[src/rtl/mlp_layer_sequencer_if.sv]
// Host/engine handshake bundle for the MLP layer sequencer.
// The sequencer connects through the slave modport; the host and engines use master.
interface mlp_layer_sequencer_if #(
    parameter int unsigned LAYER_IDX_W = 2
);
    logic                   start;
    logic                   abort;
    logic                   mac_done;
    logic                   relu_done;
    logic                   mac_start;
    logic                   relu_start;
    logic [LAYER_IDX_W-1:0] layer_idx;
    logic                   buf_sel;
    logic                   busy;
    logic                   done;
    logic                   err;

    modport master (
        output start, abort, mac_done, relu_done,
        input  mac_start, relu_start, layer_idx, buf_sel, busy, done, err
    );

    modport slave (
        input  start, abort, mac_done, relu_done,
        output mac_start, relu_start, layer_idx, buf_sel, busy, done, err
    );
endinterface

[src/rtl/mlp_layer_sequencer.sv]
// Layer controller: runs NUM_LAYERS MAC passes with optional ReLU, ping-pongs the activation buffer.
// Optional watchdog on the wait states is enabled by defining MLP_SEQ_TIMEOUT_EN.
module mlp_layer_sequencer #(
    parameter int unsigned NUM_LAYERS     = 3,
    parameter int unsigned LAYER_IDX_W    = 2,
    parameter int unsigned LAST_RELU      = 0,
    parameter int unsigned TIMEOUT_CYCLES = 1024
) (
    input  logic                  clk,
    input  logic                  reset,
    mlp_layer_sequencer_if.slave  ctrl
);
    localparam logic [LAYER_IDX_W-1:0] LAST_IDX = LAYER_IDX_W'(NUM_LAYERS - 1);

    typedef enum logic [2:0] {
        IDLE     = 3'd0,
        MAC_GO   = 3'd1,
        MAC_WAIT = 3'd2,
        ACT_GO   = 3'd3,
        ACT_WAIT = 3'd4,
        NEXT     = 3'd5,
        DONE     = 3'd6,
        ERR      = 3'd7
    } state_e;

    state_e                 state_q, state_d;
    logic [LAYER_IDX_W-1:0] layer_idx_q, layer_idx_d;
    logic                   buf_sel_q, buf_sel_d;
    logic                   err_q, err_d;
    logic                   mac_start_q, mac_start_d;
    logic                   relu_start_q, relu_start_d;
    logic                   busy_q, busy_d;
    logic                   done_q, done_d;
    logic                   relu_applies;

`ifdef MLP_SEQ_TIMEOUT_EN
    localparam int unsigned CNT_W = $clog2(TIMEOUT_CYCLES + 1);
    logic [CNT_W-1:0] cnt_q, cnt_d;
    logic             expired;
    assign expired = (cnt_q == CNT_W'(TIMEOUT_CYCLES - 1));
`else
    logic [31:0] unused_timeout_cycles;
    assign unused_timeout_cycles = 32'(TIMEOUT_CYCLES);
`endif

    assign relu_applies = (layer_idx_q < LAST_IDX) || (LAST_RELU != 0);

    // Next-state and next-output logic; outputs are decoded from the next state so they register cleanly.
    always_comb begin
        state_d     = state_q;
        layer_idx_d = layer_idx_q;
        buf_sel_d   = buf_sel_q;
        err_d       = err_q;
`ifdef MLP_SEQ_TIMEOUT_EN
        cnt_d       = '0;
`endif
        case (state_q)
            IDLE: begin
                if (ctrl.start) begin
                    state_d     = MAC_GO;
                    layer_idx_d = '0;
                    buf_sel_d   = 1'b0;
                end
            end
            MAC_GO:  state_d = MAC_WAIT;
            MAC_WAIT: begin
                if (ctrl.mac_done) begin
                    state_d = relu_applies ? ACT_GO : NEXT;
                end
`ifdef MLP_SEQ_TIMEOUT_EN
                else if (expired) begin
                    state_d = ERR;
                    err_d   = 1'b1;
                end else begin
                    cnt_d = cnt_q + CNT_W'(1);
                end
`endif
            end
            ACT_GO:  state_d = ACT_WAIT;
            ACT_WAIT: begin
                if (ctrl.relu_done) begin
                    state_d = NEXT;
                end
`ifdef MLP_SEQ_TIMEOUT_EN
                else if (expired) begin
                    state_d = ERR;
                    err_d   = 1'b1;
                end else begin
                    cnt_d = cnt_q + CNT_W'(1);
                end
`endif
            end
            NEXT: begin
                buf_sel_d = ~buf_sel_q;
                if (layer_idx_q == LAST_IDX) begin
                    state_d = DONE;
                end else begin
                    layer_idx_d = layer_idx_q + LAYER_IDX_W'(1);
                    state_d     = MAC_GO;
                end
            end
            DONE: begin
                state_d = IDLE;
                if (ctrl.start) begin
                    state_d     = MAC_GO;
                    layer_idx_d = '0;
                    buf_sel_d   = 1'b0;
                end
            end
`ifdef MLP_SEQ_TIMEOUT_EN
            ERR: begin
                if (ctrl.start) begin
                    state_d     = MAC_GO;
                    layer_idx_d = '0;
                    buf_sel_d   = 1'b0;
                    err_d       = 1'b0;
                end
            end
`endif
            default: state_d = IDLE;
        endcase

        // Abort wins over everything else but keeps the bank/buffer selection visible.
        if (ctrl.abort && (state_q != IDLE)) begin
            state_d     = IDLE;
            layer_idx_d = layer_idx_q;
            buf_sel_d   = buf_sel_q;
            err_d       = 1'b0;
        end

        mac_start_d  = (state_d == MAC_GO);
        relu_start_d = (state_d == ACT_GO);
        done_d       = (state_d == DONE);
        busy_d       = (state_d != IDLE) && (state_d != DONE) && (state_d != ERR);
    end

    always_ff @(posedge clk) begin
        if (!reset) begin
            state_q      <= IDLE;
            layer_idx_q  <= '0;
            buf_sel_q    <= 1'b0;
            err_q        <= 1'b0;
            mac_start_q  <= 1'b0;
            relu_start_q <= 1'b0;
            busy_q       <= 1'b0;
            done_q       <= 1'b0;
`ifdef MLP_SEQ_TIMEOUT_EN
            cnt_q        <= '0;
`endif
        end else begin
            state_q      <= state_d;
            layer_idx_q  <= layer_idx_d;
            buf_sel_q    <= buf_sel_d;
            err_q        <= err_d;
            mac_start_q  <= mac_start_d;
            relu_start_q <= relu_start_d;
            busy_q       <= busy_d;
            done_q       <= done_d;
`ifdef MLP_SEQ_TIMEOUT_EN
            cnt_q        <= cnt_d;
`endif
        end
    end

    assign ctrl.mac_start  = mac_start_q;
    assign ctrl.relu_start = relu_start_q;
    assign ctrl.layer_idx  = layer_idx_q;
    assign ctrl.buf_sel    = buf_sel_q;
    assign ctrl.busy       = busy_q;
    assign ctrl.done       = done_q;
    assign ctrl.err        = err_q;
endmodule
[src/flat_wrapper.sv]
// flat-port wrapper written by rule: the top's interface ports become plain ports
module mlp_layer_sequencer_flat 
#(
    parameter int unsigned NUM_LAYERS     = 3,
    parameter int unsigned LAYER_IDX_W    = 2,
    parameter int unsigned LAST_RELU      = 0,
    parameter int unsigned TIMEOUT_CYCLES = 1024
)
  (clk, reset, ctrl_start, ctrl_abort, ctrl_mac_done, ctrl_relu_done, ctrl_mac_start, ctrl_relu_start, ctrl_layer_idx, ctrl_buf_sel, ctrl_busy, ctrl_done, ctrl_err);
  mlp_layer_sequencer_if #(.LAYER_IDX_W(LAYER_IDX_W)) ctrl_i ();
  input  logic clk;
  input  logic reset;
  input wire logic [$bits(ctrl_i.start)-1:0] ctrl_start;
  input wire logic [$bits(ctrl_i.abort)-1:0] ctrl_abort;
  input wire logic [$bits(ctrl_i.mac_done)-1:0] ctrl_mac_done;
  input wire logic [$bits(ctrl_i.relu_done)-1:0] ctrl_relu_done;
  output wire logic [$bits(ctrl_i.mac_start)-1:0] ctrl_mac_start;
  output wire logic [$bits(ctrl_i.relu_start)-1:0] ctrl_relu_start;
  output wire logic [$bits(ctrl_i.layer_idx)-1:0] ctrl_layer_idx;
  output wire logic [$bits(ctrl_i.buf_sel)-1:0] ctrl_buf_sel;
  output wire logic [$bits(ctrl_i.busy)-1:0] ctrl_busy;
  output wire logic [$bits(ctrl_i.done)-1:0] ctrl_done;
  output wire logic [$bits(ctrl_i.err)-1:0] ctrl_err;
  assign ctrl_i.start = ctrl_start;
  assign ctrl_i.abort = ctrl_abort;
  assign ctrl_i.mac_done = ctrl_mac_done;
  assign ctrl_i.relu_done = ctrl_relu_done;
  assign ctrl_mac_start = ctrl_i.mac_start;
  assign ctrl_relu_start = ctrl_i.relu_start;
  assign ctrl_layer_idx = ctrl_i.layer_idx;
  assign ctrl_buf_sel = ctrl_i.buf_sel;
  assign ctrl_busy = ctrl_i.busy;
  assign ctrl_done = ctrl_i.done;
  assign ctrl_err = ctrl_i.err;
  mlp_layer_sequencer #(.NUM_LAYERS(NUM_LAYERS), .LAYER_IDX_W(LAYER_IDX_W), .LAST_RELU(LAST_RELU), .TIMEOUT_CYCLES(TIMEOUT_CYCLES)) u_core (.clk(clk), .reset(reset), .ctrl(ctrl_i));
endmodule
[config.mk]
export PLATFORM = sky130hd
export DESIGN_NAME = mlp_layer_sequencer_flat
export DESIGN_NICKNAME = d
export VERILOG_FILES = /design/src/rtl/mlp_layer_sequencer_if.sv /design/src/rtl/mlp_layer_sequencer.sv /design/src/flat_wrapper.sv
export SDC_FILE = /design/constraint.sdc
export NUM_CORES = 1
export LEC_CHECK = 0
export CAP_MARGIN = 20
export CORE_MARGIN = 5
export CORE_UTILIZATION = 35
export DETAILED_ROUTE_END_ITERATION = 8
export SLEW_MARGIN = 25
export SYNTH_ARGS = -nofsm -noshare
export SYNTH_HDL_FRONTEND = slang
export SYNTH_SLANG_ARGS = --single-unit
[constraint.sdc]
create_clock -name clk -period 2 [get_ports clk]
set_clock_uncertainty 0.15 [all_clocks]
set_input_delay 0.5 -clock clk [delete_from_list [all_inputs] [get_ports clk]]
set_output_delay 0.5 -clock clk [all_outputs]
set_load 0.02 [all_outputs]
==> impl_metrics.py, run 1 <==
metrics = {
    "critical_path": {
        "slowest_delay_ns": 0.62,
        "endpoint_kind": "output port",
        "cpLargestDelayFamily": "buffers and inverters",
        "crit_slowest_cell": "clkdlybuf4s50_1",
        "cp_max_fo": 4,
        "path_cells": "clkdlybuf4s50_1",
        "cp-start-kind": "flop",
        "r2r_start": "u_core.ctrl.layer_idx[0]",
        "worstPathArrival_ns": 1.25,
        "crit_type": "flop to output port",
        "ff2ff_setup_slack_ns": 0.41,
        "rr_endpoint": "u_core.ctrl.busy",
        "crit_required_ns": 1.35,
        "critPathBufInv": 1,
        "ff2ff_path_depth": 6,
    },
    "routing": {
        "wl_mm": 1.26,
        "drt_iter0_drc": 4,
        "drc_errors": 0,
        "route.vias.total": 489,
        "wl_per_cell_um": 13.2,
        "drtAntennaViolNets": 0,
        "detail_route.first_pass.iterations": 4,
        "viasPerCell": 5.15,
    },
    "place": {
        "dpl.hpwl_um": 933,
        "dp_slack_ns": 0.0233,
        "dp.cells": 91,
        "place_area_um2": 727,
        "port_buffers": 12,
        "gp_congestion": 0.777,
    },
    "clocking": {
        "cts.sinks": 10,
        "clk_pin_slew_ns": 0.07,
        "clock_latency_ns": 0.26,
        "clockBufferDepth": 2,
        "numCtsBuffers": 3,
        "postCtsHoldBufs": 0,
        "cts_tree": "built",
        "cts_max_level": 1,
        "clockRootBuffer": "clkbuf_4",
    },
    "timing": {
        "setup_ws_ns": 0.101,
        "slew_viol_final": 0,
        "rsz0062_at_grt": "no",
        "fin_setup_tns_ns": 0,
        "fmax_ghz": 0.526,
        "period_minus_slack_ns": 1.90,
        "finalHoldViolations": 0,
        "period_share": 0.950,
        "finalSetupViolCount": 0,
    },
    "grt": {
        "antenna_found_initial": 0,
        "grt_max_degree": 11,
        "overflow": 0,
        "grt_usage": 0.107,
        "grt_pass1_wl_mm": 2.10,
        "grt_pass1_vias": 501,
    },
    "floorplan": {
        "die_x_um": 51.6,
        "pin_count": 14,
        "coreArea_um2": 1690,
        "start_util": 0.358,
        "die_height_um": 51.6,
        "fp.dieArea_um2": 2660,
        "fp-row-count": 15,
    },
    "pwr": {
        "cellLeakagePower_nw": 0.303,
        "irDropWorstVdd_uv": 398,
        "p_per_area_nw_per_um2": 788,
    },
    "synthesis": {
        "yosysWarnings": 0,
        "synth_seq_cells": 10,
        "syn_area_um2": 604,
        "avgSynthCellArea_um2": 9.59,
        "synth.distinct_cells": 30,
        "netlist.area_leader.share": 0.331,
        "syn_inst": 63,
        "synth_top_area_cell": "dfxtp_1",
        "ys_seq_area_frac": 0.331,
        "synth.area.top_cells": "dfxtp_1, a21oi_1, buf_6",
        "syn_nets": 70,
    },
    "hold_path": {
        "worstHoldStart": "u_core.ctrl.layer_idx[0]",
        "holdPathStages": 2,
        "hold_path.class": "flop to flop",
        "holdPathEnd": "u_core.ctrl.layer_idx[0]",
    },
    "status": {
        "outcome": "completed",
    },
    "job": {
        "maxCapViolations": 0,
    },
    "final_layout": {
        "antennaDiodeCount": 0,
        "nFillCells": 175,
        "drive_above_1_share": 0.205,
        "final_area_um2": 766,
        "instances_no_fill": 95,
        "area_growth_syn_to_layout_pct": 26.7,
        "layout.nets": 86,
    },
}
Yosys cell counts:
master,instances
buf_4,1
nor2b_1,1
o22a_2,1
o22a_4,1
a32oi_4,1
a221oi_1,1
o21ai_1,1
a21o_1,1
inv_1,3
conb_1,1
ha_1,1
xnor2_1,1
nand3_1,3
nor2_2,1
dfxtp_1,10
nand2_1,4
nand3b_1,1
nand2b_1,4
nor2_1,5
mux2i_1,2
nor2b_4,1
a32oi_1,1
nor4b_1,1
nor3_1,2
mux2_4,1
a22oi_2,1
buf_6,3
nor2b_2,1
nor4b_4,1
a21oi_1,7
timing repair:
action                                  CTS  global route
endpoints found under the setup margin    0             1
hold endpoints to repair                  0             0
buffers inserted                          0             0
resized for setup                         0             1
report_power, final:
group,total [mW],internal [mW],switching [mW]
Sequential,0.239,0.216,0.0233
Clock,0.184,0.110,0.0741
Combinational,0.180,0.0937,0.0862
Total,0.604,0.420,0.184
registers in the layout, indices dropped and copies added, names as in the netlist:
signal and count:
u_core.ctrl.done 1, u_core.ctrl.relu_start 1, u_core.ctrl.buf_sel 1, u_core.state_q 3, u_core.ctrl.layer_idx 2, u_core.ctrl.busy 1, u_core.ctrl.mac_start 1
cell families after synthesis:
kind of cell / count (synthesis) / share of synthesized area
AOI/OAI and AO/OA: 15 / 0.219
buffers and inverters: 7 / 0.0870
DFF: 10 / 0.331
and+or+nand+nor: 25 / 0.263
muxes: 3 / 0.0580
xor gates and xnor gates: 1 / 0.0145
other: 1 / 0.00621
adders and majority gates: 1 / 0.0207
cells in the final DEF, fill, tap and decap left out, drive strengths merged, types with 2 or more instances in the layout:
cell	n
a32oi	2
a21oi	7
nor2b	3
dfxtp	10
buf	3
nand2	4
nor3	2
nand2b	4
nor2	6
nand3	3
nor4b	2
o22a	2
clkbuf	4
mux2i	2
clkdlybuf4s50	11
inv	3
layout make-up:
class | instances | area (µm²) | share of cell area
clock buffer | 4 | 36.3 | 0.0474
inverter | 3 | 11.3 | 0.0147
multi-input combinational | 46 | 352 | 0.459
sequential | 10 | 200 | 0.261
tap | 17 | 21.3 | 0.0278
timing repair buffer | 15 | 145 | 0.190
layer usage:
layer,up-vias,global-route usage,part of all wire
li1,250,-,-
met1,227,0.126,0.48
met2,10,0.167,0.45
met3,2,0.0458,0.060
met4,0,0.0524,0.0095
met5,-,0,0
stage by stage:
stage                     hold slack [ns]   util  total power [mW]
after floorplan                     0.396      -             0.373
after global placement              0.320  0.430             0.422
after detailed placement            0.328  0.430             0.424
after CTS                           0.337  0.452             0.609
after global routing                0.378  0.453             0.634
final                               0.331  0.453             0.604
worst max path at each step:
stage | start | end | cells after the start
after floorplan | u_core.ctrl.layer_idx[0] | u_core.ctrl.busy | 6
after global placement | ctrl_mac_done | u_core.ctrl.done | 5
after detailed placement | ctrl_mac_done | u_core.ctrl.done | 5
after CTS | u_core.ctrl.layer_idx[1] | ctrl_layer_idx[1] | 1
after global routing | u_core.ctrl.buf_sel | ctrl_buf_sel | 1
final | u_core.ctrl.buf_sel | ctrl_buf_sel | 1
Power figures use the tool's default switching activity.
==> run 2, diff against run 1 <==
PLACE_DENSITY_LB_ADDON = 0.12   (was not set)
==> impl_metrics.py, run 2 (synthesis results as in run 1) <==
metrics = {
    "status": {
        "outcome": "completed",
    },
    "critical_path": {
        "path_cells": "clkdlybuf4s50_1",
        "cpLargestDelayFamily": "buffers and inverters",
        "cp-start-kind": "flop",
        "crit_type": "flop to output port",
        "worstPathArrival_ns": 1.25,
        "ff2ff_path_depth": 4,
        "slowest_delay_ns": 0.62,
        "cp.depth": 1,
        "critPathBufInv": 1,
        "crit_slowest_cell": "clkdlybuf4s50_1",
        "cp_max_fo": 4,
        "endpoint_kind": "output port",
        "crit_required_ns": 1.35,
    },
    "pwr": {
        "seqPwrFrac": 0.399,
        "swShare": 0.297,
        "combPwrFrac": 0.298,
        "p_per_area_nw_per_um2": 781,
        "irDropWorstVdd_uv": 412,
        "intPower_mw": 0.420,
        "cellLeakagePower_nw": 0.303,
        "clockPowerShare": 0.304,
        "switching_power_mw": 0.178,
    },
    "floorplan": {
        "fp.dieArea_um2": 2660,
        "fp-row-count": 15,
        "die_height_um": 51.6,
        "die_x_um": 51.6,
        "coreArea_um2": 1690,
        "pin_count": 14,
        "start_util": 0.358,
    },
    "hold_path": {
        "holdPathStages": 2,
        "hold_path.class": "flop to flop",
    },
    "place": {
        "dp.cells": 91,
        "place_area_um2": 727,
        "port_buffers": 12,
        "dpl.hpwl_um": 945,
        "gp_congestion": 0.691,
        "dp_slack_ns": 0.00662,
    },
    "final_layout": {
        "layout_commonest_cell": "clkdlybuf4s50_1",
        "instances_no_fill": 95,
        "nFillCells": 169,
        "area_growth_syn_to_layout_pct": 26.7,
        "layout_common_cells": "clkdlybuf4s50_1, dfxtp_1, a21oi_1",
        "layout.nets": 86,
        "largest_reg_flops": 3,
        "drive_above_1_share": 0.205,
        "largest_register": "u_core.state_q",
        "final_area_um2": 766,
        "postLayoutCoreUtil": 0.453,
        "antennaDiodeCount": 0,
    },
    "timing": {
        "fin_setup_tns_ns": 0,
        "slew_viol_final": 0,
        "rsz0062_at_grt": "no",
        "finalHoldViolations": 0,
        "setup_ws_ns": 0.103,
        "fmax_ghz": 0.527,
        "finalSetupViolCount": 0,
        "period_share": 0.948,
        "period_minus_slack_ns": 1.90,
    },
    "clocking": {
        "cts_tree": "built",
        "clock_latency_ns": 0.26,
        "numCtsBuffers": 3,
        "clockBufferDepth": 2,
        "clk_pin_slew_ns": 0.07,
        "clockRootBuffer": "clkbuf_4",
        "cts_max_level": 1,
        "cts.sinks": 10,
        "postCtsHoldBufs": 0,
    },
    "grt": {
        "antenna_found_initial": 0,
        "overflow": 0,
        "grt_pass1_vias": 452,
        "grt_usage": 0.103,
        "grt_pass1_wl_mm": 2.03,
        "grt_max_degree": 11,
    },
    "routing": {
        "drc_errors": 0,
        "route.vias.total": 498,
        "detail_route.first_pass.iterations": 4,
        "viasPerCell": 5.24,
        "wl_mm": 1.20,
        "wl_per_cell_um": 12.6,
        "drt_iter0_drc": 4,
        "drtAntennaViolNets": 0,
    },
    "job": {
        "maxCapViolations": 0,
    },
}
## run 2: cell counts in the layout (fill, tap and decap cells not counted)
No cell type changed its count.
## run 2: final timing paths
| check | startpoint | slack (ns) | end |
|---|---|---|---|
| setup reg to reg | u_core.state_q[2] | 0.40 | u_core.ctrl.done |
| setup / recovery | u_core.ctrl.buf_sel | 0.10 | ctrl_buf_sel |
| hold reg to reg | u_core.ctrl.layer_idx[0] | 0.33 | u_core.ctrl.layer_idx[0] |
| hold / removal | u_core.ctrl.layer_idx[0] | 0.33 | u_core.ctrl.layer_idx[0] |
## run 2: final cells by class
cell class	count	area, µm²	area share
Multi-Input combinational cell	46	352	0.459
Tap cell	17	21.3	0.0278
Inverter	3	11.3	0.0147
Timing Repair Buffer	15	145	0.190
Sequential cell	10	200	0.261
Clock buffer	4	36.3	0.0474
## run 2: through the flow
step / hold slack (ns) / total power, mW
after floorplan: 0.396 / 0.373
after global placement: 0.311 / 0.423
after detailed placement: 0.332 / 0.423
after CTS: 0.341 / 0.610
after global routing: 0.407 / 0.644
final: 0.330 / 0.598
## run 2: what timing repair did
action                                  in CTS  in global routing
endpoints found under the setup margin       0                  1
setup buffers                                0                  0
gates resized for setup                      0                  1
## run 2: power groups by stage
stage | combinational [mW] | sequential, mW | clock [mW]
floorplan | 0.132 | 0.241 | 0
global placement | 0.180 | 0.243 | 0
detailed placement | 0.180 | 0.243 | 0
CTS | 0.180 | 0.238 | 0.192
global route | 0.195 | 0.242 | 0.207
finish | 0.178 | 0.238 | 0.182
## run 2: routing by layer
| metal | vias to the layer above | GRT usage | part of all wire |
|---|---|---|---|
| met5 | - | 0 | 0 |
| met4 | 0 | 0.0393 | 0.0075 |
| met3 | 2 | 0.0458 | 0.069 |
| met2 | 15 | 0.167 | 0.47 |
| met1 | 231 | 0.118 | 0.46 |
| li1 | 250 | - | - |
